## config.mk

```make
export PLATFORM = sky130hd
export DESIGN_NAME = mesh_router_node
export DESIGN_NICKNAME = d
export VERILOG_FILES = /design/src/rtl/mesh_router_node.sv
export SDC_FILE = /design/constraint.sdc
export NUM_CORES = 1
export LEC_CHECK = 0
export ABC_AREA = 1
export BUFFER_PORTS_ARGS = -buffer_cell sky130_fd_sc_hd__clkbuf_2
export CORE_MARGIN = 4
export CORE_UTILIZATION = 64
export DETAILED_ROUTE_END_ITERATION = 8
export PLACE_DENSITY = 0.82
export REMOVE_ABC_BUFFERS = 1
export SKIP_LAST_GASP = 1
export SLEW_MARGIN = 20
export SYNTH_ARGS = -nofsm -noshare
export SYNTH_HDL_FRONTEND = slang
export SYNTH_SLANG_ARGS = --single-unit
```

## constraint.sdc

```tcl
create_clock -name rt_clk -period 8.4 [get_ports rt_clk]
set_input_delay 0 -clock rt_clk [delete_from_list [all_inputs] [get_ports rt_clk]]
set_output_delay 0 -clock rt_clk [all_outputs]
set_load 0.05 [all_outputs]
```

## src/rtl/mesh_router_node.sv

```systemverilog
// Five-port mesh router node: per-input FIFOs, column-first routing and a
// round-robin arbiter per output with registered output flits.
module mesh_router_node #(
    parameter int X_ID       = 1,
    parameter int Y_ID       = 1,
    parameter int COORD_W    = 2,
    parameter int DATA_W     = 8,
    parameter int FIFO_DEPTH = 4
) (
    input  logic                rt_clk,
    input  logic                rt_reset,
    input  logic [5*DATA_W-1:0] in_data,
    input  logic [4:0]          in_write,
    output logic [4:0]          in_full,
    output logic [5*DATA_W-1:0] out_data,
    output logic [4:0]          out_write,
    input  logic [4:0]          out_neighbor_full,
    output logic [4:0]          ovf_err
);
    localparam int CNT_W = $clog2(FIFO_DEPTH + 1);
    localparam int PTR_W = $clog2(FIFO_DEPTH);

    localparam logic [2:0] P_LOCAL = 3'd0;
    localparam logic [2:0] P_NORTH = 3'd1;
    localparam logic [2:0] P_SOUTH = 3'd2;
    localparam logic [2:0] P_EAST  = 3'd3;
    localparam logic [2:0] P_WEST  = 3'd4;

    logic [DATA_W-1:0] mem_q    [5][FIFO_DEPTH];
    logic [DATA_W-1:0] mem_d    [5][FIFO_DEPTH];
    logic [CNT_W-1:0]  cnt_q    [5];
    logic [CNT_W-1:0]  cnt_d    [5];
    logic [PTR_W-1:0]  rd_ptr_q [5];
    logic [PTR_W-1:0]  rd_ptr_d [5];
    logic [PTR_W-1:0]  wr_ptr_q [5];
    logic [PTR_W-1:0]  wr_ptr_d [5];
    logic [2:0]        rr_q     [5];
    logic [2:0]        rr_d     [5];
    logic [4:0]        ovf_q, ovf_d;
    logic [4:0]        owrite_q, owrite_d;
    logic [5*DATA_W-1:0] odata_q, odata_d;

    logic [DATA_W-1:0] head  [5];
    logic [2:0]        route [5];
    logic [4:0]        req   [5];
    logic [4:0]        gnt   [5];
    logic [4:0]        granted;
    logic [4:0]        pop;
    logic [4:0]        push;

    function automatic logic [2:0] route_of(input logic [DATA_W-1:0] f);
        logic [COORD_W-1:0] dx;
        logic [COORD_W-1:0] dy;
        dx = f[DATA_W-1 -: COORD_W];
        dy = f[DATA_W-1-COORD_W -: COORD_W];
        if (dy > COORD_W'(Y_ID))      return P_EAST;
        else if (dy < COORD_W'(Y_ID)) return P_WEST;
        else if (dx > COORD_W'(X_ID)) return P_SOUTH;
        else if (dx < COORD_W'(X_ID)) return P_NORTH;
        else                          return P_LOCAL;
    endfunction

    function automatic logic [PTR_W-1:0] ptr_inc(input logic [PTR_W-1:0] v);
        return (v == PTR_W'(FIFO_DEPTH - 1)) ? '0 : v + 1'b1;
    endfunction

    // A non-local input routed back to its own port never requests: only local may U-turn.
    always_comb begin
        for (int unsigned p = 0; p < 5; p++) begin
            head[p]    = mem_q[p][rd_ptr_q[p]];
            route[p]   = route_of(head[p]);
            in_full[p] = (cnt_q[p] >= CNT_W'(FIFO_DEPTH - 1));
        end
        for (int unsigned o = 0; o < 5; o++) begin
            for (int unsigned p = 0; p < 5; p++) begin
                req[o][p] = (cnt_q[p] != '0) && (route[p] == 3'(o)) && !(p != 0 && p == o);
            end
        end
    end

    always_comb begin
        int unsigned idx;
        idx     = 0;
        granted = '0;
        pop     = '0;
        for (int unsigned o = 0; o < 5; o++) begin
            gnt[o] = '0;
            rr_d[o] = rr_q[o];
            if (!out_neighbor_full[o]) begin
                for (int unsigned k = 0; k < 5; k++) begin
                    idx = (32'(rr_q[o]) + k) % 5;
                    if (!granted[o] && req[o][idx]) begin
                        gnt[o][idx] = 1'b1;
                        granted[o]  = 1'b1;
                        rr_d[o]     = (idx == 4) ? 3'd0 : 3'(idx + 1);
                    end
                end
            end
            pop = pop | gnt[o];
        end
    end

    always_comb begin
        mem_d    = mem_q;
        cnt_d    = cnt_q;
        rd_ptr_d = rd_ptr_q;
        wr_ptr_d = wr_ptr_q;
        ovf_d    = ovf_q;
        odata_d  = odata_q;
        owrite_d = '0;
        push     = '0;
        for (int unsigned o = 0; o < 5; o++) begin
            for (int unsigned p = 0; p < 5; p++) begin
                if (gnt[o][p]) begin
                    odata_d[o*DATA_W +: DATA_W] = head[p];
                    owrite_d[o] = 1'b1;
                end
            end
        end
        for (int unsigned p = 0; p < 5; p++) begin
            push[p] = in_write[p] && (cnt_q[p] != CNT_W'(FIFO_DEPTH));
            if (in_write[p] && !push[p]) ovf_d[p] = 1'b1;
            if (push[p]) begin
                mem_d[p][wr_ptr_q[p]] = in_data[p*DATA_W +: DATA_W];
                wr_ptr_d[p] = ptr_inc(wr_ptr_q[p]);
            end
            if (pop[p]) rd_ptr_d[p] = ptr_inc(rd_ptr_q[p]);
            case ({push[p], pop[p]})
                2'b10:   cnt_d[p] = cnt_q[p] + 1'b1;
                2'b01:   cnt_d[p] = cnt_q[p] - 1'b1;
                default: cnt_d[p] = cnt_q[p];
            endcase
        end
    end

    always_ff @(posedge rt_clk or posedge rt_reset) begin
        if (rt_reset) begin
            mem_q    <= '{default: '0};
            cnt_q    <= '{default: '0};
            rd_ptr_q <= '{default: '0};
            wr_ptr_q <= '{default: '0};
            rr_q     <= '{default: '0};
            ovf_q    <= '0;
            owrite_q <= '0;
            odata_q  <= '0;
        end else begin
            mem_q    <= mem_d;
            cnt_q    <= cnt_d;
            rd_ptr_q <= rd_ptr_d;
            wr_ptr_q <= wr_ptr_d;
            rr_q     <= rr_d;
            ovf_q    <= ovf_d;
            owrite_q <= owrite_d;
            odata_q  <= odata_d;
        end
    end

    assign out_data  = odata_q;
    assign out_write = owrite_q;
    assign ovf_err   = ovf_q;

endmodule

```

==> results of run 1 <==
[cells in the final DEF, fill, tap and decap left out, types with 12 or more instances in the layout]
master / count
xor2_1: 42
o211ai_1: 17
clkbuf_2: 106
nor3_1: 41
o22ai_1: 13
a32oi_1: 12
nand3b_1: 13
inv_2: 54
nand2_1: 973
a31oi_1: 19
clkbuf_16: 28
nand3_2: 25
inv_1: 452
xnor2_1: 16
a21oi_1: 99
o21ai_0: 308
nand2_2: 61
nor2_1: 249
nand3_1: 314
dfrtp_1: 260
a22oi_1: 12
o21ai_2: 19
o21ai_1: 35
nor2_2: 21
ha_1: 224
nand4_1: 65
dlygate4sd3_1: 48
[critical path: cells and delay by family (launching register included)]
family                   cells  cell delay [ps]
adder cells (fa/ha/maj)      5             1540
flip-flops                   1              840
buffers and inverters        6              800
XOR/XNOR                     2              580
AND/OR/NAND/NOR             12             1820
AO/OA/AOI/OAI                4              760
[layout make-up]
class,count,area [µm²]
multi-input cells,2718,15300
fillers,2981,10400
clock buffers,38,818
well taps,504,631
inverters,514,1940
repair buffers,157,1040
clock inverters,13,258
flip-flops and latches,260,6510
[how the worst min path moves through the flow]
| stage | startpoint | end | cells after the start |
|---|---|---|---|
| finish | out_neighbor_full[3] | rr_q[3] | 4 |
| global route | out_neighbor_full[3] | rr_q[3] | 4 |
| CTS | out_neighbor_full[3] | rr_q[3] | 4 |
| detailed placement | rt_reset | out_data[37] | 2 |
| global placement | rt_reset | out_data[37] | 2 |
| floorplan | in_write[1] | ovf_err[1] | 2 |
[registers in the layout, indices dropped and copies added, names as in the netlist]
name / cells
rr_q: 15
mem_q: 160
wr_ptr_q: 10
rd_ptr_q: 10
out_data: 40
cnt_q: 15
ovf_err: 5
out_write: 5
[cell families (layout without fill, tap and decap cells)]
| kind of cell | count (synthesis) | in the layout | share of synthesized area |
|---|---|---|---|
| DFF | 260 | 260 | 0.270 |
| xor gates and xnor gates | 69 | 69 | 0.0295 |
| adders and majority gates | 229 | 229 | 0.121 |
| and+or+nand+nor | 1828 | 1828 | 0.344 |
| AOI/OAI and AO/OA | 592 | 592 | 0.143 |
| buffers and inverters | 574 | 722 | 0.0931 |
[metal layers]
metal / global-route usage / part of all wire
met2: 0.568 / 0.47
met4: 0.103 / 0.032
met5: 0 / 0
met3: 0.0420 / 0.080
met1: 0.452 / 0.42
[stage by stage]
stage / hold WS, ps / setup slack [ps] / instance area (µm²)
6_report: 146 / 1870 / 26500
2_1_floorplan: 135 / 1240 / 23800
4_1_cts: 121 / 2030 / 26500
3_5_place_dp: 252 / 2080 / 25000
5_1_grt: 209 / 1410 / 26500
3_3_place_gp: 222 / 2270 / 25000
==> impl_metrics.env, run 1 <==
export IMPL_period_share=0.777
export IMPL_nets=3960
export IMPL_drtIter0Drc=2380
export IMPL_cts_num_sinks=260
export IMPL_firstDrtPassIters=7
export IMPL_overflow=0
export IMPL_routed_wl_um=70500
export IMPL_worst_skew_pair_late_latency_ps=570
export IMPL_die_w_um=202
export IMPL_yosys_warnings=0
export IMPL_crit_fanout=19
export IMPL_ys_seq_area_frac=0.270
export IMPL_arrival_ps=6960
export IMPL_path_class="flip-flop to flip-flop"
export IMPL_die_height_um=202
export IMPL_coreArea_mm2=0.0369
export IMPL_r2r_cells=29
export IMPL_final_layout_size_suffix_gt1_frac=0.112
export IMPL_synth_seq_cells=260
export IMPL_postCtsHoldBufs=48
export IMPL_synthTopCellsByCount="nand2_1, inv_1, nand3_1"
export IMPL_synth_area_leaders="dfrtp_1, nand2_1, ha_1"
export IMPL_rsz0062_at_grt="no"
export IMPL_finalWeightedCongestion=1.01
export IMPL_endpoint_kind="flip-flop"
export IMPL_io_buffers=106
export IMPL_hp_class="input pin to flip-flop"
export IMPL_fin_worst_skew_ps=14.2
export IMPL_die_area_mm2=0.0408
export IMPL_synth_cell_types=69
export IMPL_endpoint="cnt_q[11]"
export IMPL_syn_area_per_cell_um2=6.78
export IMPL_cp_start_kind="flip-flop"
export IMPL_setup_violations=0
export IMPL_rrSetupSlack_ps=1870
export IMPL_boundaryPins=107
export IMPL_crit_start="rr_q[6]"
export IMPL_post_route_min_period_ps=6530
export IMPL_cts_tree="built"
export IMPL_rows=70
export IMPL_syn_area_mm2=0.0241
export IMPL_grt_start_max_net_pins=124
export IMPL_fmax_ghz=0.153
export IMPL_antenna_left=0
export IMPL_cpMaxStageDelayCell="dfrtp_1"
export IMPL_synth_top_cell_area_share=0.270
export IMPL_crit_required_ps=8830
export IMPL_slew_viol_final=0
export IMPL_htree_num_levels=1
export IMPL_vias=24500
export IMPL_grt_pass1_wl_um=116000
export IMPL_r2r_end="cnt_q[11]"
export IMPL_antenna_found_initial=0
export IMPL_detailed_place_hpwl_um=52200
export IMPL_post_route_drc_count=0
export IMPL_area_growth_pct=10.2
export IMPL_dp_cells=4105
export IMPL_synth_cells=3552
export IMPL_synth_edf_count=0
export IMPL_diodes=0
export IMPL_max_stage_delay_ps=840
export IMPL_finalNonFillerCells=4204
export IMPL_grt_pass1_vias=23100
export IMPL_clkTransAtPathRegs_ps=60
export IMPL_grt_usage=0.336
export IMPL_cts_max_path_buffers=3
export IMPL_postCtsSetupBuffers=0
export IMPL_yosys_most_used_dff="dfrtp_1"
export IMPL_post_drt_via_cell_ratio=5.83
export IMPL_numCtsBuffers=28
export IMPL_synth_most_common_cell="nand2_1"
export IMPL_cts_resized=0
export IMPL_worst_slew_pin_slew_ps=893
export IMPL_root_buffer="clkbuf_16"
export IMPL_tns_ps=0
export IMPL_final_util=0.719
export IMPL_synthArstFlopShare=1.00
export IMPL_max_cap_violations=0
export IMPL_initial_core_util=0.653
export IMPL_reg2reg_from="rr_q[6]"
export IMPL_synth_top_area_cell="dfrtp_1"
export IMPL_relSlewSlack=0.400
export IMPL_finalHoldViolCount=0
export IMPL_post_drt_wl_per_cell_um=16.8
export IMPL_status="finished, final reports clean"
Power of run 1 is not shown: default switching activity piles up to over one toggle a cycle in this logic, so the estimate is an artifact.
==> inputs of run 2 (changes only) <==
clock period = 6.5 ns   (was 8.4 ns; I/O delays follow)
==> run 2 against run 1 <==
Effect of this change:
- clock skew is 0.98 ps higher
- wire length is 0.46% lower
- maximum frequency is 8.0% higher
- setup slack worse by 1400 ps
- sequential share of layout area hardly changed
- hold slack worse by 83 ps
- largest cell class unchanged
==> impl_metrics.env, run 2 (synthesized netlist as in run 1, its figures left out) <==
export IMPL_routed_wl_um=70200
export IMPL_grt_usage=0.334
export IMPL_htree_num_levels=1
export IMPL_cts_max_path_buffers=3
export IMPL_overflow=0
export IMPL_die_w_um=202
export IMPL_finalWeightedCongestion=0.984
export IMPL_placed_area_mm2=0.0250
export IMPL_relSlewSlack=0.351
export IMPL_rows=70
export IMPL_rsz0062_at_grt="no"
export IMPL_final_layout_size_suffix_gt1_frac=0.114
export IMPL_dp_cells=4112
export IMPL_final_cell_mix="nand2_1, inv_1, nand3_1, o21ai_0, dfrtp_1"
export IMPL_crit_fanout=11
export IMPL_period_share=0.930
export IMPL_cts_tree="built"
export IMPL_critPathTopFamily="simple AND/OR/NAND/NOR gates"
export IMPL_finalNonFillerCells=4212
export IMPL_grt_pass1_vias=23400
export IMPL_die_height_um=202
export IMPL_post_drt_wl_per_cell_um=16.7
export IMPL_area_growth_pct=9.99
export IMPL_stdcell_area_mm2=0.0265
export IMPL_arrival_ps=6500
export IMPL_drtIter0Drc=2377
export IMPL_post_route_drc_count=0
export IMPL_cts_num_sinks=260
export IMPL_fin_worst_skew_ps=15.2
export IMPL_setup_violations=0
export IMPL_max_stage_delay_ps=590
export IMPL_crit_required_ps=6960
export IMPL_fmax_ghz=0.165
export IMPL_status="finished, final reports clean"
export IMPL_cp_start_kind="flip-flop"
export IMPL_post_route_min_period_ps=6040
export IMPL_firstDrtPassIters=6
export IMPL_max_cap_violations=0
export IMPL_antenna_found_initial=0
export IMPL_post_drt_via_cell_ratio=5.81
export IMPL_vias=24500
export IMPL_final_common_cell="nand2_1"
export IMPL_root_buffer="clkbuf_16"
export IMPL_worst_slew_pin_slew_ps=974
export IMPL_cpMaxStageDelayCell="dfrtp_1"
export IMPL_detailed_place_hpwl_um=53100
export IMPL_largest_reg_flops=160
export IMPL_hp_class="input pin to async pin"
export IMPL_die_area_mm2=0.0408
export IMPL_numCtsBuffers=29
export IMPL_clkTransAtPathRegs_ps=60
export IMPL_antenna_left=0
export IMPL_initial_core_util=0.653
export IMPL_grt_start_max_net_pins=174
export IMPL_diodes=0
export IMPL_finalHoldViolCount=0
export IMPL_endpoint_kind="flip-flop"
export IMPL_nets=3968
export IMPL_slew_viol_final=0
export IMPL_path_class="flip-flop to flip-flop"
export IMPL_coreArea_mm2=0.0369
export IMPL_io_buffers=106
export IMPL_top_register="mem_q"
export IMPL_grt_pass1_wl_um=116000
export IMPL_path_buf_inv=6
export IMPL_worst_skew_pair_late_latency_ps=590
export IMPL_boundaryPins=107
export IMPL_postCtsSetupBuffers=0
-- run 2: worst register-to-register path: cells and delay by family, from the launching register on --
| kind | cells | cell delay [ps] |
|---|---|---|
| AND/OR/NAND/NOR | 12 | 1720 |
| adder cells (fa/ha/maj) | 5 | 1520 |
| buffers and inverters | 6 | 880 |
| AO/OA/AOI/OAI | 4 | 750 |
| flip-flops | 1 | 590 |
| XOR/XNOR | 2 | 440 |
-- run 2: path summary, 6_finish.rpt --
path	start	endpoint	slack (ps)	depth (start not counted)
worst max-delay path	rr_q[7]	cnt_q[11]	460	29
worst max register to register	rr_q[7]	cnt_q[11]	460	29
worst min-delay path	rt_reset	out_data[36]	60	3
max in group asynchronous	rt_reset	mem_q[17]	5060	4
worst min register to register	out_data[4]	out_data[4]	470	1
min in group rt_clk	out_neighbor_full[3]	rr_q[3]	130	4
-- run 2: timing repair --
action                                  4_1_cts  5_1_grt
gates resized for setup                       0        3
endpoints found under the setup margin        0        4
hold buffers                                 48        0
endpoints found under the hold margin       270        0
-- run 2: cell type report --
class | count | area [µm²]
Multi-Input combinational cell | 2718 | 15300
Sequential cell | 260 | 6510
Clock buffer | 41 | 851
Tap cell | 504 | 631
Fill cell | 3046 | 10400
Inverter | 514 | 1950
Timing Repair Buffer | 164 | 1100
Clock inverter | 11 | 109
-- run 2: layer usage --
layer / up-vias / routed length, µm / global-route usage
li1: 11900 / - / -
met1: 11500 / 30600 / 0.466
met2: 988 / 32100 / 0.549
met3: 152 / 5400 / 0.0404
met4: 0 / 2110 / 0.101
met5: - / 0 / 0
-- run 2: through the flow --
stage                     TNS [ps]  setup WS, ps  hold slack, ps   util
after floorplan            -170340          -655             135      -
after global placement           0           867             131  0.678
after detailed placement         0           548             135  0.678
after CTS                        0           512            72.2  0.718
after global routing             0          3.74             138  0.718
final                            0           457            62.7  0.718
Power of run 2 is left out for the same reason.
